===== src/rtl/cache_arbiter.sv =====
// ============================================================================
// Module   : cache_arbiter
// Brief    : Serialises I-cache and D-cache line misses onto one memory port.
// Revision : 1.0 - initial release
// ============================================================================
`default_nettype none

module cache_arbiter #(
  parameter int LINE_W   = 256,
  parameter int ADDR_W   = 32,
  parameter int OFFSET_W = 5
) (
  input  logic              clk,
  input  logic              rst_n,
  input  logic              i_read,
  input  logic [ADDR_W-1:0] i_addr,
  output logic [LINE_W-1:0] i_rdata,
  output logic              i_resp,
  input  logic              d_read,
  input  logic              d_write,
  input  logic [ADDR_W-1:0] d_addr,
  input  logic [LINE_W-1:0] d_wdata,
  output logic [LINE_W-1:0] d_rdata,
  output logic              d_resp,
  output logic              mem_read,
  output logic              mem_write,
  output logic [ADDR_W-1:0] mem_addr,
  output logic [LINE_W-1:0] mem_wdata,
  input  logic [LINE_W-1:0] mem_rdata,
  input  logic              mem_resp
);

  typedef enum logic [1:0] {
    IDLE  = 2'd0,
    MEM_I = 2'd1,
    MEM_D = 2'd2,
    RESP  = 2'd3
  } state_t;

  state_t r_state;
  state_t w_state_next;
  logic   r_last_grant;   // 0 = I side, 1 = D side
  logic   r_d_is_write;
  logic   w_d_req;
  logic   w_grant_i;
  logic   w_grant_d;
  logic   unused_offset_bits;

  assign w_d_req = d_read | d_write;
  assign unused_offset_bits = ^{i_addr[OFFSET_W-1:0], d_addr[OFFSET_W-1:0]};

  always_ff @(posedge clk or negedge rst_n) begin
    if (!rst_n) begin
      r_state <= IDLE;
    end else begin
      r_state <= w_state_next;
    end
  end

  always_comb begin
    w_state_next = r_state;
    w_grant_i    = 1'b0;
    w_grant_d    = 1'b0;
    case (r_state)
      IDLE: begin
        // On contention the side that did not win last time goes first
        if (i_read && w_d_req) begin
          w_grant_i = r_last_grant;
          w_grant_d = ~r_last_grant;
        end else begin
          w_grant_i = i_read;
          w_grant_d = w_d_req;
        end
        if (w_grant_i) begin
          w_state_next = MEM_I;
        end else if (w_grant_d) begin
          w_state_next = MEM_D;
        end
      end
      MEM_I, MEM_D: begin
        if (mem_resp) begin
          w_state_next = RESP;
        end
      end
      default: begin
        w_state_next = IDLE;
      end
    endcase
  end

  always_ff @(posedge clk or negedge rst_n) begin
    if (!rst_n) begin
      r_last_grant <= 1'b0;
      r_d_is_write <= 1'b0;
      mem_addr     <= '0;
      mem_wdata    <= '0;
      i_rdata      <= '0;
      d_rdata      <= '0;
      i_resp       <= 1'b0;
      d_resp       <= 1'b0;
    end else begin
      i_resp <= 1'b0;
      d_resp <= 1'b0;
      if (w_grant_i) begin
        r_last_grant <= 1'b0;
        mem_addr     <= {i_addr[ADDR_W-1:OFFSET_W], {OFFSET_W{1'b0}}};
      end
      if (w_grant_d) begin
        r_last_grant <= 1'b1;
        r_d_is_write <= d_write;
        mem_addr     <= {d_addr[ADDR_W-1:OFFSET_W], {OFFSET_W{1'b0}}};
        mem_wdata    <= d_wdata;
      end
      if (r_state == MEM_I && mem_resp) begin
        i_rdata <= mem_rdata;
        i_resp  <= 1'b1;
      end
      // A write-back completion leaves the D-side line register untouched
      if (r_state == MEM_D && mem_resp) begin
        d_resp <= 1'b1;
        if (!r_d_is_write) begin
          d_rdata <= mem_rdata;
        end
      end
    end
  end

  assign mem_read  = (r_state == MEM_I) || ((r_state == MEM_D) && !r_d_is_write);
  assign mem_write = (r_state == MEM_D) && r_d_is_write;

endmodule

`default_nettype wire

===== config.mk =====
export PLATFORM = sky130hd
export DESIGN_NAME = cache_arbiter
export DESIGN_NICKNAME = d
export VERILOG_FILES = /design/src/rtl/cache_arbiter.sv
export SDC_FILE = /design/constraint.sdc
export NUM_CORES = 1
export LEC_CHECK = 0
export CORE_AREA = 2 2 533 535
export CTS_CLUSTER_SIZE = 30
export DETAILED_ROUTE_END_ITERATION = 6
export DIE_AREA = 0 0 535 537
export GPL_TIMING_DRIVEN = 0
export HOLD_SLACK_MARGIN = 0.03
export PLACE_DENSITY_LB_ADDON = 0.12
export SYNTH_ARGS = -nofsm -noshare
export SYNTH_HDL_FRONTEND = slang
export SYNTH_SLANG_ARGS = --single-unit

===== constraint.sdc =====
create_clock -name clk -period 2.1 [get_ports clk]
set_input_delay 0.525 -clock clk [delete_from_list [all_inputs] [get_ports clk]]
set_output_delay 0.525 -clock clk [all_outputs]
set_load 0.05 [all_outputs]

==> results <==
## per-stage QoR
| stage | cells | util, % | setup WS (ps) | TNS (ps) |
|---|---|---|---|---|
| after CTS | 7154 | 17.80 | -379.5 | -2642 |
| after floorplan | 1823 | - | 331.2 | 0 |
| after global routing | 7168 | 17.95 | -369.6 | -20470 |
| after detailed placement | 6945 | 17.37 | -1615 | -997150 |
| final | 7186 | 17.96 | -249.9 | -2992 |
| after global placement | 6935 | 17.27 | -44180 | - |
## worst max-delay path, cell delays in order, from the launching register on
cell and delay [ps]:
dfrtp_1 400, buf_6 130, ha_4 150, a21o_4 200, buf_12 150
## kinds of logic after synthesis
family,count (synthesis),share of synthesized area (%)
flip-flops,801,66.42
multiplexers,769,28.69
buffers and inverters,113,2.156
AO/OA/AOI/OAI,90,1.940
AND/OR/NAND/NOR,41,0.6136
adder cells (fa/ha/maj),4,0.1658
other,1,0.01243
## timing repair
item                                   in CTS  in global routing
setup endpoints to repair                1588                576
pin swaps                                   2                  1
resized for setup                        4524                 80
cloned                                      1                  3
hold buffers                                6                  0
buffers inserted                            4                  6
endpoints found under the hold margin      50                  0
## flip-flops by register name, indices dropped and copies added, names as in the netlist
signal	flops
d_rdata	256
i_rdata	256
mem_wdata	256
mem_addr	27
r_state	2
d_resp	1
i_resp	1
r_d_is_write	1
r_last_grant	1
## power by group
part	internal (mW)	switching (mW)
clock network	11.3	7.93
registers	23.5	4.67
logic	17.9	43.2
total	52.7	55.8
## area by class of cell
cell class / count / area [um^2] / area share, %
Antenna cell: 23 / 57.56 / 0.1139
Buffer: 107 / 1042 / 2.063
Clock buffer: 176 / 3339 / 6.609
Clock inverter: 22 / 239.0 / 0.4730
Inverter: 6 / 35.03 / 0.06934
Multi-Input combinational cell: 909 / 9567 / 18.93
Sequential cell: 801 / 20080 / 39.73
Tap cell: 3743 / 4683 / 9.269
Timing Repair Buffer: 1399 / 11490 / 22.73
## path summary, 6_finish.rpt
kind / startpoint / endpoint / cells past startpoint
max in group asynchronous: rst_n / i_rdata[147] / 6
worst min register to register: mem_wdata[126] / mem_wdata[126] / 1
worst min-delay path: i_addr[19] / mem_addr[19] / 3
worst max-delay path: r_state[0] / mem_read / 4
worst max register to register: r_state[1] / d_rdata[163] / 7
min in group asynchronous: rst_n / d_rdata[7] / 3
## cell usage after synthesis, drive strengths merged
cell | count | area share, %
a21oi | 27 | 0.45
buf | 95 | 1.9
inv | 6 | 0.075
o2bb2ai | 1 | 0.029
a41oi | 27 | 0.78
o21ai | 27 | 0.45
nand2b | 1 | 0.021
nor4 | 1 | 0.021
or2 | 1 | 0.021
ha | 4 | 0.17
nor2 | 27 | 0.34
and2 | 2 | 0.041
nor4b | 1 | 0.029
o31a | 1 | 0.029
conb | 1 | 0.012
o22ai | 2 | 0.041
mux2 | 769 | 29
nand2 | 5 | 0.079
a21o | 1 | 0.025
o31ai | 1 | 0.041
nand3 | 3 | 0.066
dfrtp | 801 | 66
a2111oi | 1 | 0.029
a221o | 2 | 0.066
clkbuf | 12 | 0.15
## layer usage
metal	wire length (um)	vias to the layer above	GRT usage, %
met5	596	-	0.1316
met2	89030	1135	20.85
met1	69770	11170	13.58
met3	27510	322	8.552
li1	-	9576	-
met4	5725	84	3.820
==> reports/results.ini <==
[outcome]
status=finished with violations
failed_checks=setup timing

[final_layout]
mostFrequentLayoutCells=dfrtp_1 (775), mux2_2 (747), clkdlybuf4s50_1 (569), buf_2 (465), buf_4 (294)
drive_gt1_share_pct=54.77
nFillCells=30980
area_growth_pct=67.43
final_area_um2=50530
final_common_cell=dfrtp_1
nets=3926

[clock_network]
cts_sinks=801
cts.reportedPaths.clkPinSlew_ps=60
cts_max_path_buffers=4
insertion_delay_ps=840
cts_inserted_buffers=116
htree_levels=3
cts_tree=yes
cts-root-buf=clkbuf_16

[detailed_routing]
drt_first_pass_iters=5
final_antenna_net_count=0
viasPerCell=3.101
drc_errors=0
drt_iter0_drc=645
routed_wire_length_per_instance_um=26.81
vias=22290
drt_wl_total_um=192600

[worst_setup_path]
critPathLaunchType=register
path_class=register to output port
worstPathMaxFanout=2
r2r_slack_ps=-60
required_ps=1570
worstSetupEndpointType=output port
critPathArrivalTime_ps=1820

[floorplanning]
initial_core_util_pct=10.73
die_w_um=535
core.rowCount=195
design.die.area_um2=287300
core_area_um2=281300
num_io_pins=1386
fp.dieH_um=537

[logic_synthesis]
syn-cell-area_um2=30180
syn_inst=1819
synth_seq_area_share_pct=66.42
synth_warnings=0
avgSynthCellArea_um2=16.59
ys_types=33
ys_ff_latch=801

[timing]
finalHoldViolCount=0
relSlewSlack_pct=42.63
period_needed_ps=2350
setup_slack_ps=-249.9
skew_ps=62.33
max_freq_mhz=425.5
maxSlewViolCount=0
hold_ws_ps=278.4
setup_viol=62
rsz0062_at_grt=yes
max_slew.worst_pin.slew_ps=855.5
finalCritPeriodShare_pct=111.9

[placement]
place_area_um2=48850
port_buffers=1369
globalplace.congestion=0.7744
dp_hpwl_um=156500

[pwr]
power.density_nw_per_um2=2147
total_power_mw=108.5
peakVddDrop_v=0.0008460
p_leak_nw=21.44

[run]
drv_cap=0

[hold_path]
hp-class=primary input to register

[global_route]
grt-ovfl-total=0
antenna_found_initial=101
grt_max_degree=98
grt_pass1_wl_um=248100
grt_pass1_vias=24590
grt_usage_pct=12.90

Note: power is estimated with default switching activity, not from simulation.
